$ cat src/rtl/reset_modport_if.sv
// Bundle between a reset-pulse requester/observer and the reset_modport block:
// master-side request and drive, plus passive monitor results.
interface reset_modport_if #(
  parameter int unsigned CNT_W = 16
);
  logic             req;
  logic [CNT_W-1:0] len;
  logic             busy;
  logic             reset_n_o;
  logic             reset_n_i;
  logic             mon_asserted;
  logic             mon_fall;
  logic             mon_rise;
  logic [CNT_W-1:0] mon_pulse_len;
  logic [15:0]      mon_count;

  modport master (
    output req, len, reset_n_i,
    input  busy, reset_n_o, mon_asserted, mon_fall, mon_rise, mon_pulse_len, mon_count
  );

  modport slave (
    input  req, len, reset_n_i,
    output busy, reset_n_o, mon_asserted, mon_fall, mon_rise, mon_pulse_len, mon_count
  );
endinterface

$ cat src/rtl/reset_modport.sv
// Reset pulse generator (master) plus an independent reset-line monitor that
// measures low-pulse length and counts completed pulses.
module reset_modport #(
  parameter int unsigned PULSE_CYCLES = 5,
  parameter int unsigned CNT_W        = 16
) (
  input  logic                clk,
  input  logic                reset,
  reset_modport_if.slave      bus
);

  localparam logic [0:0]       IDLE       = 1'b0;
  localparam logic [0:0]       ASSERT     = 1'b1;
  localparam logic [CNT_W-1:0] PULSE_LOAD = CNT_W'(PULSE_CYCLES);
  localparam logic [CNT_W-1:0] LEN_MAX    = {CNT_W{1'b1}};
  localparam logic [15:0]      COUNT_MAX  = 16'hFFFF;

  logic [0:0]       state_q, state_d;
  logic [CNT_W-1:0] cnt_q, cnt_d;
  logic             busy_q;
  logic             rst_n_q;

  // Master state register; busy and the reset drive are flops fed from next state.
  always_ff @(posedge clk) begin
    if (reset) begin
      state_q <= ASSERT;
      cnt_q   <= PULSE_LOAD;
      busy_q  <= 1'b1;
      rst_n_q <= 1'b0;
    end else begin
      state_q <= state_d;
      cnt_q   <= cnt_d;
      busy_q  <= (state_d == ASSERT);
      rst_n_q <= (state_d == IDLE);
    end
  end

  // Requests arriving during ASSERT are dropped; the pulse ends after cnt cycles.
  always_comb begin
    state_d = state_q;
    cnt_d   = cnt_q;
    case (state_q)
      IDLE: begin
        if (bus.req) begin
          state_d = ASSERT;
          cnt_d   = (bus.len == '0) ? PULSE_LOAD : bus.len;
        end
      end
      ASSERT: begin
        if (cnt_q <= CNT_W'(1)) begin
          state_d = IDLE;
          cnt_d   = '0;
        end else begin
          cnt_d = cnt_q - CNT_W'(1);
        end
      end
      default: begin
        state_d = IDLE;
        cnt_d   = '0;
      end
    endcase
  end

  assign bus.busy      = busy_q;
  assign bus.reset_n_o = rst_n_q;

  logic             s1_q, s2_q;
  logic             fall_c, rise_c;
  logic [CNT_W-1:0] low_cnt_q;
  logic [CNT_W-1:0] pulse_len_q;
  logic [15:0]      count_q;

  assign fall_c = s2_q & ~s1_q;
  assign rise_c = ~s2_q & s1_q;

  // Monitor: two-stage sample of reset_n_i, low-length measurement, pulse count.
  always_ff @(posedge clk) begin
    if (reset) begin
      s1_q        <= 1'b1;
      s2_q        <= 1'b1;
      low_cnt_q   <= '0;
      pulse_len_q <= '0;
      count_q     <= '0;
    end else begin
      s1_q <= bus.reset_n_i;
      s2_q <= s1_q;
      // The fall cycle itself is the first low cycle, hence restart at 1.
      if (fall_c) begin
        low_cnt_q <= CNT_W'(1);
      end else if (!s1_q && (low_cnt_q != LEN_MAX)) begin
        low_cnt_q <= low_cnt_q + CNT_W'(1);
      end
      if (rise_c) begin
        pulse_len_q <= low_cnt_q;
        if (count_q != COUNT_MAX) begin
          count_q <= count_q + 16'd1;
        end
      end
    end
  end

  assign bus.mon_asserted  = ~s1_q;
  assign bus.mon_fall      = fall_c;
  assign bus.mon_rise      = rise_c;
  assign bus.mon_pulse_len = pulse_len_q;
  assign bus.mon_count     = count_q;

endmodule

$ cat src/flat_wrapper.sv
// flat-port wrapper written by rule: the top's interface ports become plain ports
module reset_modport_flat 
#(
  parameter int unsigned PULSE_CYCLES = 5,
  parameter int unsigned CNT_W        = 16
)
  (clk, reset, bus_req, bus_len, bus_reset_n_i, bus_busy, bus_reset_n_o, bus_mon_asserted, bus_mon_fall, bus_mon_rise, bus_mon_pulse_len, bus_mon_count);
  reset_modport_if #(.CNT_W(CNT_W)) bus_i ();
  input  logic clk;
  input  logic reset;
  input wire logic [$bits(bus_i.req)-1:0] bus_req;
  input wire logic [$bits(bus_i.len)-1:0] bus_len;
  input wire logic [$bits(bus_i.reset_n_i)-1:0] bus_reset_n_i;
  output wire logic [$bits(bus_i.busy)-1:0] bus_busy;
  output wire logic [$bits(bus_i.reset_n_o)-1:0] bus_reset_n_o;
  output wire logic [$bits(bus_i.mon_asserted)-1:0] bus_mon_asserted;
  output wire logic [$bits(bus_i.mon_fall)-1:0] bus_mon_fall;
  output wire logic [$bits(bus_i.mon_rise)-1:0] bus_mon_rise;
  output wire logic [$bits(bus_i.mon_pulse_len)-1:0] bus_mon_pulse_len;
  output wire logic [$bits(bus_i.mon_count)-1:0] bus_mon_count;
  assign bus_i.req = bus_req;
  assign bus_i.len = bus_len;
  assign bus_i.reset_n_i = bus_reset_n_i;
  assign bus_busy = bus_i.busy;
  assign bus_reset_n_o = bus_i.reset_n_o;
  assign bus_mon_asserted = bus_i.mon_asserted;
  assign bus_mon_fall = bus_i.mon_fall;
  assign bus_mon_rise = bus_i.mon_rise;
  assign bus_mon_pulse_len = bus_i.mon_pulse_len;
  assign bus_mon_count = bus_i.mon_count;
  reset_modport #(.PULSE_CYCLES(PULSE_CYCLES), .CNT_W(CNT_W)) u_core (.clk(clk), .reset(reset), .bus(bus_i));
endmodule
$ cat config.mk
export PLATFORM = sky130hd
export DESIGN_NAME = reset_modport_flat
export DESIGN_NICKNAME = d
export VERILOG_FILES = /design/src/rtl/reset_modport_if.sv /design/src/rtl/reset_modport.sv /design/src/flat_wrapper.sv
export SDC_FILE = /design/constraint.sdc
export NUM_CORES = 1
export LEC_CHECK = 0
export ABC_AREA = 1
export CAP_MARGIN = 20
export CORE_ASPECT_RATIO = 1.25
export CORE_MARGIN = 1.5
export CORE_UTILIZATION = 47
export CTS_BUF_LIST = sky130_fd_sc_hd__clkbuf_4
export CTS_CLUSTER_SIZE = 10
export DETAILED_ROUTE_END_ITERATION = 10
export PLACE_DENSITY = 0.81
export SETUP_SLACK_MARGIN = 0.2
export SKIP_CTS_REPAIR_TIMING = 1
export SYNTH_ARGS = -nofsm -noshare
export SYNTH_HDL_FRONTEND = slang
export SYNTH_SLANG_ARGS = --single-unit
$ cat constraint.sdc
create_clock -name clk -period 1.4 [get_ports clk]
set_input_delay 0.21 -clock clk [delete_from_list [all_inputs] [get_ports clk]]
set_output_delay 0.21 -clock clk [all_outputs]
set_load 0.01 [all_outputs]
==> results of run 1 <==
flip-flops by register name, indices dropped and copies added (netlist names):
register,flops
u_core.bus.mon_count,16
u_core.bus.mon_pulse_len,16
u_core.bus.reset_n_o,1
u_core.cnt_q,16
u_core.low_cnt_q,16
u_core.s1_q,1
u_core.s2_q,1
u_core.state_q,1
layout make-up:
type | instances | area share (%)
multi-input combinational | 447 | 44.5
tap | 95 | 1.95
sequential | 68 | 23.3
timing repair buffer | 154 | 25.2
clock inverter | 5 | 0.473
clock buffer | 11 | 1.36
antenna | 1 | 0.0411
inverter | 50 | 3.21
metrics by stage:
| stage | instance area [sq um] | cells | worst slack, ns | utilization (%) |
|---|---|---|---|---|
| finish | 6080 | 831 | -0.121 | 78.1 |
| floorplan | 3870 | 581 | 0.0260 | - |
| CTS | 5170 | 806 | -0.491 | 66.3 |
| detailed placement | 5060 | 790 | -0.430 | 64.9 |
| global placement | 5060 | 790 | -0.329 | 64.9 |
| global route | 6080 | 831 | -0.222 | 78.1 |
placed cells by master (no fill, tap or decap), types with 11 or more instances in the layout:
cell type / instances
buf_6: 41
a21oi_2: 28
nand2_1: 126
xor2_1: 13
nand2_2: 28
nor2_2: 16
clkdlybuf4s50_1: 19
nand3_1: 32
nand2_4: 16
buf_4: 68
o21ai_0: 42
clkbuf_4: 11
dfxtp_2: 20
dlymetal6s2s_1: 17
inv_1: 43
nor2_4: 16
dfxtp_1: 40
nor2_1: 57
a21oi_1: 27
per-layer routing:
| layer | share of wire (%) | track usage, % | vias up |
|---|---|---|---|
| met5 | 0 | 0 | - |
| met1 | 37 | 26.6 | 2194 |
| met4 | 5.6 | 11.4 | 0 |
| li1 | - | - | 2182 |
| met3 | 5.9 | 3.04 | 85 |
| met2 | 52 | 46.2 | 241 |
power by group through the flow:
stage / registers [mW] / clock network [mW] / logic, mW
2_1_floorplan: 2.39 / 0 / 1.42
3_3_place_gp: 2.30 / 0 / 2.30
3_5_place_dp: 2.31 / 0 / 2.37
4_1_cts: 2.27 / 1.11 / 2.38
5_1_grt: 2.33 / 1.20 / 3.99
6_report: 2.31 / 1.14 / 3.72
cell families (layout without fill, tap and decap cells):
group           count (synthesis)  after routing  synth area share [%]
compound gates                108            108                  15.3
xor+xnor                       17             17                  3.97
fa+ha+maj                       4              4                  1.33
buf+inv                        66            220                  7.10
flops                          68             68                  36.3
other cells                     0              1                     0
simple gates                  318            318                  36.1
final timing paths:
path	from	endpoint	slack, ns	depth (start not counted)
worst max-delay path	u_core.cnt_q[0]$_SDFFE_PP1P_	u_core.cnt_q[13]$_SDFFE_PP0P_	-0.12	10
worst min-delay path	bus_reset_n_i	u_core.s1_q$_SDFF_PP1_	0.37	2
worst max register to register	u_core.cnt_q[0]$_SDFFE_PP1P_	u_core.cnt_q[13]$_SDFFE_PP0P_	-0.12	10
worst min register to register	u_core.low_cnt_q[15]$_SDFFE_PP0P_	u_core.low_cnt_q[15]$_SDFFE_PP0P_	0.49	2
worst max-delay path, delay by kind of cell, from the launching register on:
family	cells	cell delay [ns]
AND/OR/NAND/NOR	4	0.25
adder cells (fa/ha/maj)	1	0.16
flip-flops	1	0.40
buffers and inverters	3	0.30
AO/OA/AOI/OAI	2	0.35
==> results by group, run 1 <==
Detailed routing
  – Antenna Violating Nets Remaining: 0
  – DRT Pass-1 Iters: 7
  – Vias: 4702
  – Final WL: 13.6 mm
  – Starting DRT DRC Count: just over 300
  – Vias/cell: between 5 and 6
  – WL/cell: 16.4 um
  – DRC: 0

Setup path
  – CP max-delay cell: dfxtp_4
  – Critical path's largest stage delay: 0.40 ns
  – Crit. End Element: flop
  – Worst path most repeated cell: nand2_2
  – Crit path max fanout: 5
  – CP Class: flop to flop
  – CP Data Arrival Time: 1.89 ns
  – Crit start category: flop
  – Critical-path cell list: inv_4 > ha_4 > inv_2 > nand2_2 > nand2_2 > nor2_4 > a21oi_4 > clkbuf_16 > nand3_2 > a21oi_2
  – Req. time, crit path: 1.77 ns

Logic synthesis
  – EDFF count, synth: 0
  – Net Count, Synth: 605
  – Cell Area, Synth: 3750 sq um
  – Yosys cell types: 27
  – Sequential share of the synthesized area: 36.3%
  – Dominant cells by area after synthesis: dfxtp_1, nand2_1, nor2_1
  – Commonest cells in the netlist: nand2_1, nor2_1, dfxtp_1, a21oi_1, o21ai_0
  – Top FF cell, synth: dfxtp_1
  – Top-count cell post-synth: nand2_1
  – Seq cells post-synth: 68
  – Yosys warning total: 0
  – Area leader, netlist: dfxtp_1
  – Post-Synthesis Cells: around 580
  – Post-synth ARST share: 0%
  – Mean Syn Cell Area: 6.46 sq um
  – Top cell type's share of synthesized area: 36.3%

Global route
  – Pin count of the biggest net entering global routing: 33
  – Total GRT Usage: 24.1%
  – Initial antenna violation count: 1
  – First-pass GRT wire length: 17.0 mm
  – Gr ovfl total: 0
  – Vias in the first global route: slightly above 4000

Die
  – Die width: slightly above 80 um
  – Die area: 8540 sq um
  – Placeable core region: slightly below 8000 sq um
  – Initial Utilization: 48.2%
  – Chip height: 103 um
  – Number of I/O pins: 57
  – Std cell rows: 36

Timing
  – Final min period: 1.52 ns
  – RSZ-0062 raised after global routing: yes
  – Slew Viols, Final: 0
  – Final Hold Slack: 0.374 ns
  – Max frequency: 658 MHz
  – Final worst slack: -0.121 ns
  – Slew @ Worst Pin: 0.394 ns
  – # setup viols final: 44
  – Final worst-path cycle share: 109%
  – Max Clock Skew: 0.0193 ns
  – Fin. Hold Viols: 0
  – Setup_tns: -2.67 ns
  – Slew Limit Headroom: 73.5%

Clock tree
  – Clock sink count: 68
  – Clock Latency Late Sink: about 0.44 ns
  – TritonCTS clock tree: built
  – CTS HTree Levels: 3
  – CTS root buffer: clkbuf_4
  – Clk slew on worst S/H paths: 0.12 ns
  – Clock Tree Buf Depth: 2
  – TritonCTS buffer count: 9

Run
  – Max Cap Viol: 0

Place
  – HPWL Detailed: approximately 7.7 mm
  – GPL Wtd Cong: ~0.90
  – Port-buffer cells: 56

Power and ir drop
  – P per Cell Area: 1180 nW/um^2
  – Power Total: 7.17 mW
  – Clock network fraction of total power: 15.9%
  – Pleak: 2.81 nW
  – Comb power frac: 52.0%
  – Psw: about 3.0 mW
  – Sequential Power Share: 32.2%
  – Max IR drop VDD: 0.980 mV
  – Sw Ratio: 42.1%
  – Int Power: around 4.2 mW

Final layout
  – Share of cells above drive strength 1: 41.0%
  – Storage cell area: 1420 sq um
  – Fillers: about 480
  – Nets: about 750
  – Multi-input gate area in the final layout: about 2700 sq um
  – Synth-to-Final Area Change: 62.0%

Status
  – Status: finished with violations
  – Failing checks: setup timing

Hold path
  – Tightest Hold Check Type: input port to flop
(Power assumes the default switching activity.)
==> run 2, diff against run 1 <==
--- a/config.mk
+++ b/config.mk
@@ -13,6 +13,7 @@
 export CTS_BUF_LIST = sky130_fd_sc_hd__clkbuf_4
 export CTS_CLUSTER_SIZE = 10
 export DETAILED_ROUTE_END_ITERATION = 10
+export GPL_ROUTABILITY_DRIVEN = 0
 export PLACE_DENSITY = 0.81
 export SETUP_SLACK_MARGIN = 0.2
 export SKIP_CTS_REPAIR_TIMING = 1
==> results by group, run 2 (same netlist as run 1, synthesis figures left out) <==
Setup path
  – Worst setup startpoint: u_core.cnt_q[13]$_SDFFE_PP0P_
  – Critical-path cell list: nor2_1 > nand2_2 > nor2_4 > nand2_4 > nand3_2 > nand3_1 > nand2_1 > inv_1
  – CP max-delay cell: dfxtp_1
  – Reg2reg start: u_core.cnt_q[13]$_SDFFE_PP0P_
  – Critical path's largest stage delay: 0.39 ns (about the same)
  – R2R depth: 8 (-2)
  – Buf/Inv on CP: 1 (-2)
  – Crit path max fanout: 4 (-1)
  – Req. time, crit path: 1.74 ns (-0.03 ns)
  – CP Class: flop to flop
  – Cell family with most CP delay: simple AND/OR/NAND/NOR gates
  – Crit start category: flop
  – R2R Setup Slk: -0.22 ns (-0.10 ns)
  – CP Data Arrival Time: 1.96 ns (+0.07 ns)
  – RR Endpoint: u_core.cnt_q[6]$_SDFFE_PP0P_
  – Crit. End Element: flop

Die
  – Std cell rows: 36 (unchanged)
  – Initial Utilization: 48.2% (unchanged)
  – Number of I/O pins: 57 (unchanged)
  – Chip height: 103 um (unchanged)
  – Die area: 8540 sq um (unchanged)
  – Placeable core region: 7790 sq um (unchanged)
  – Die width: 82.9 um (unchanged)

Clock tree
  – Clock Latency Late Sink: 0.46 ns (+0.02 ns)
  – CTS HTree Levels: 3 (unchanged)
  – Clock sink count: 68 (unchanged)
  – Clock Tree Buf Depth: 2 (unchanged)
  – TritonCTS clock tree: built
  – TritonCTS buffer count: 9 (unchanged)
  – CTS root buffer: clkbuf_4
  – Clk slew on worst S/H paths: 0.14 ns (+0.02 ns)

Global route
  – Gr ovfl total: 0 (unchanged)
  – Pin count of the biggest net entering global routing: 33 (unchanged)
  – Vias in the first global route: 4143 (+2.5%)
  – Total GRT Usage: 25.4% (+1.3 points)
  – Initial antenna violation count: 0 (-1)
  – First-pass GRT wire length: 17.8 mm (+4.3%)

Detailed routing
  – DRT Pass-1 Iters: 6 (-1)
  – DRC: 0 (unchanged)
  – Final WL: 15.9 mm (+17%)
  – Starting DRT DRC Count: 528 (+74%)
  – Vias/cell: 5.98 (+5.7%)
  – WL/cell: 18.9 um (+15%)
  – Vias: 5022 (+6.8%)
  – Antenna Violating Nets Remaining: 0 (unchanged)

Timing
  – Final min period: 1.62 ns (+0.0998 ns)
  – RSZ-0062 raised after global routing: yes
  – Setup_tns: -4.83 ns (-2.16 ns)
  – Slew @ Worst Pin: 0.411 ns (+0.0165 ns)
  – Max frequency: 617 MHz (-6.2%)
  – Final worst slack: -0.221 ns (-0.0998 ns)
  – Fin. Hold Viols: 0 (unchanged)
  – # setup viols final: 50 (+14%)
  – Slew Viols, Final: 0 (unchanged)
  – Max Clock Skew: 0.0288 ns (+0.00953 ns)
  – Slew Limit Headroom: 72.3% (-1.1 points)
  – Final worst-path cycle share: 116% (+7.1 points)
  – Final Hold Slack: 0.374 ns (+0.000115 ns)

Power and ir drop
  – Sequential Power Share: 30.0% (-2.2 points)
  – Max IR drop VDD: 1.32 mV (+35%)
  – Sw Ratio: 42.8% (+0.68 points)
  – Pleak: 2.83 nW (+0.76%)
  – Psw: 3.34 mW (+11%)
  – Int Power: 4.47 mW (+7.7%)
  – P per Cell Area: 1250 nW/um^2 (+6.4%)
  – Clock network fraction of total power: 17.5% (+1.6 points)
  – Comb power frac: 52.5% (+0.5 points)
  – Power Total: 7.81 mW (+9.0%)

Run
  – Max Cap Viol: 0 (unchanged)

Status
  – Failing checks: setup timing
  – Status: finished with violations

Final layout
  – Commonest non-fill, non-tap cell in the layout: nand2_1
  – Synth-to-Final Area Change: 65.9%
  – Most frequent cells in the layout: nand2_1, buf_4, nor2_1, buf_6, inv_1
  – Nets: 764 (+1.3%)
  – Share of cells above drive strength 1: 42.0% (+1.1 points)
  – Fillers: 447 (-6.7%)
  – Antenna diodes: 0 (-1)

Hold path
  – Hold path endpoint: u_core.s1_q$_SDFF_PP1_
  – Worst hold start: bus_reset_n_i
  – Hold depth: 2 (unchanged)
  – Tightest Hold Check Type: input port to flop

Place
  – Port-buffer cells: 56 (unchanged)
  – HPWL Detailed: 8.04 mm (+4.8%)
## run 2: cell types whose count changed in the layout (fill, tap and decap cells not counted), moves of 3 or more
cell and change:
nand3_2 +3, nand2_2 -5, clkbuf_2 +4, nor2_4 +7, nor2_2 -6, buf_4 +3
nand2_1 +4
## run 2: worst max-delay path by stage
stage / to / slack, ns / cells past startpoint
after floorplan: u_core.bus.mon_count[6]$_SDFFE_PP0P_ / 0.03 / 8
after global placement: u_core.cnt_q[12]$_SDFFE_PP0P_ / -0.30 / 9
after detailed placement: u_core.cnt_q[12]$_SDFFE_PP0P_ / -0.41 / 9
after CTS: u_core.cnt_q[13]$_SDFFE_PP0P_ / -0.45 / 9
after global routing: u_core.cnt_q[6]$_SDFFE_PP0P_ / -0.22 / 8
final: u_core.cnt_q[6]$_SDFFE_PP0P_ / -0.22 / 8
## run 2: final cells by class
class	instances	area (sq um)	area share [%]
well taps	95	119	1.91
inverters	50	210	3.37
clock inverters	5	52.6	0.844
repair buffers	162	1590	25.5
multi-input cells	449	2750	44.2
clock buffers	11	82.6	1.33
flip-flops and latches	68	1420	22.8
## run 2: stage by stage
| step | util [%] | area [sq um] | setup WS [ns] | cells |
|---|---|---|---|---|
| 2_1_floorplan | - | 3870 | 0.0260 | 581 |
| 3_3_place_gp | 64.9 | 5060 | -0.295 | 787 |
| 3_5_place_dp | 64.9 | 5060 | -0.407 | 787 |
| 4_1_cts | 66.7 | 5190 | -0.453 | 803 |
| 5_1_grt | 79.9 | 6230 | -0.219 | 840 |
| 6_report | 79.9 | 6230 | -0.221 | 840 |
## run 2: power groups by stage
| stage | clock network, mW | registers (mW) | logic, mW |
|---|---|---|---|
| after global placement | 0 | 2.31 | 2.31 |
| after global routing | 1.42 | 2.35 | 4.30 |
| after detailed placement | 0 | 2.32 | 2.42 |
| after floorplan | 0 | 2.39 | 1.42 |
| after CTS | 1.31 | 2.28 | 2.43 |
| final | 1.37 | 2.34 | 4.10 |
## run 2: per-layer routing
layer	share of wire (%)	wire, um	track usage (%)	vias up
li1	-	-	-	2193
met1	34	5400	26.9	2352
met2	51	8070	49.8	365
met3	8.5	1350	4.24	112
met4	6.7	1060	11.2	0
met5	0	0	0	-
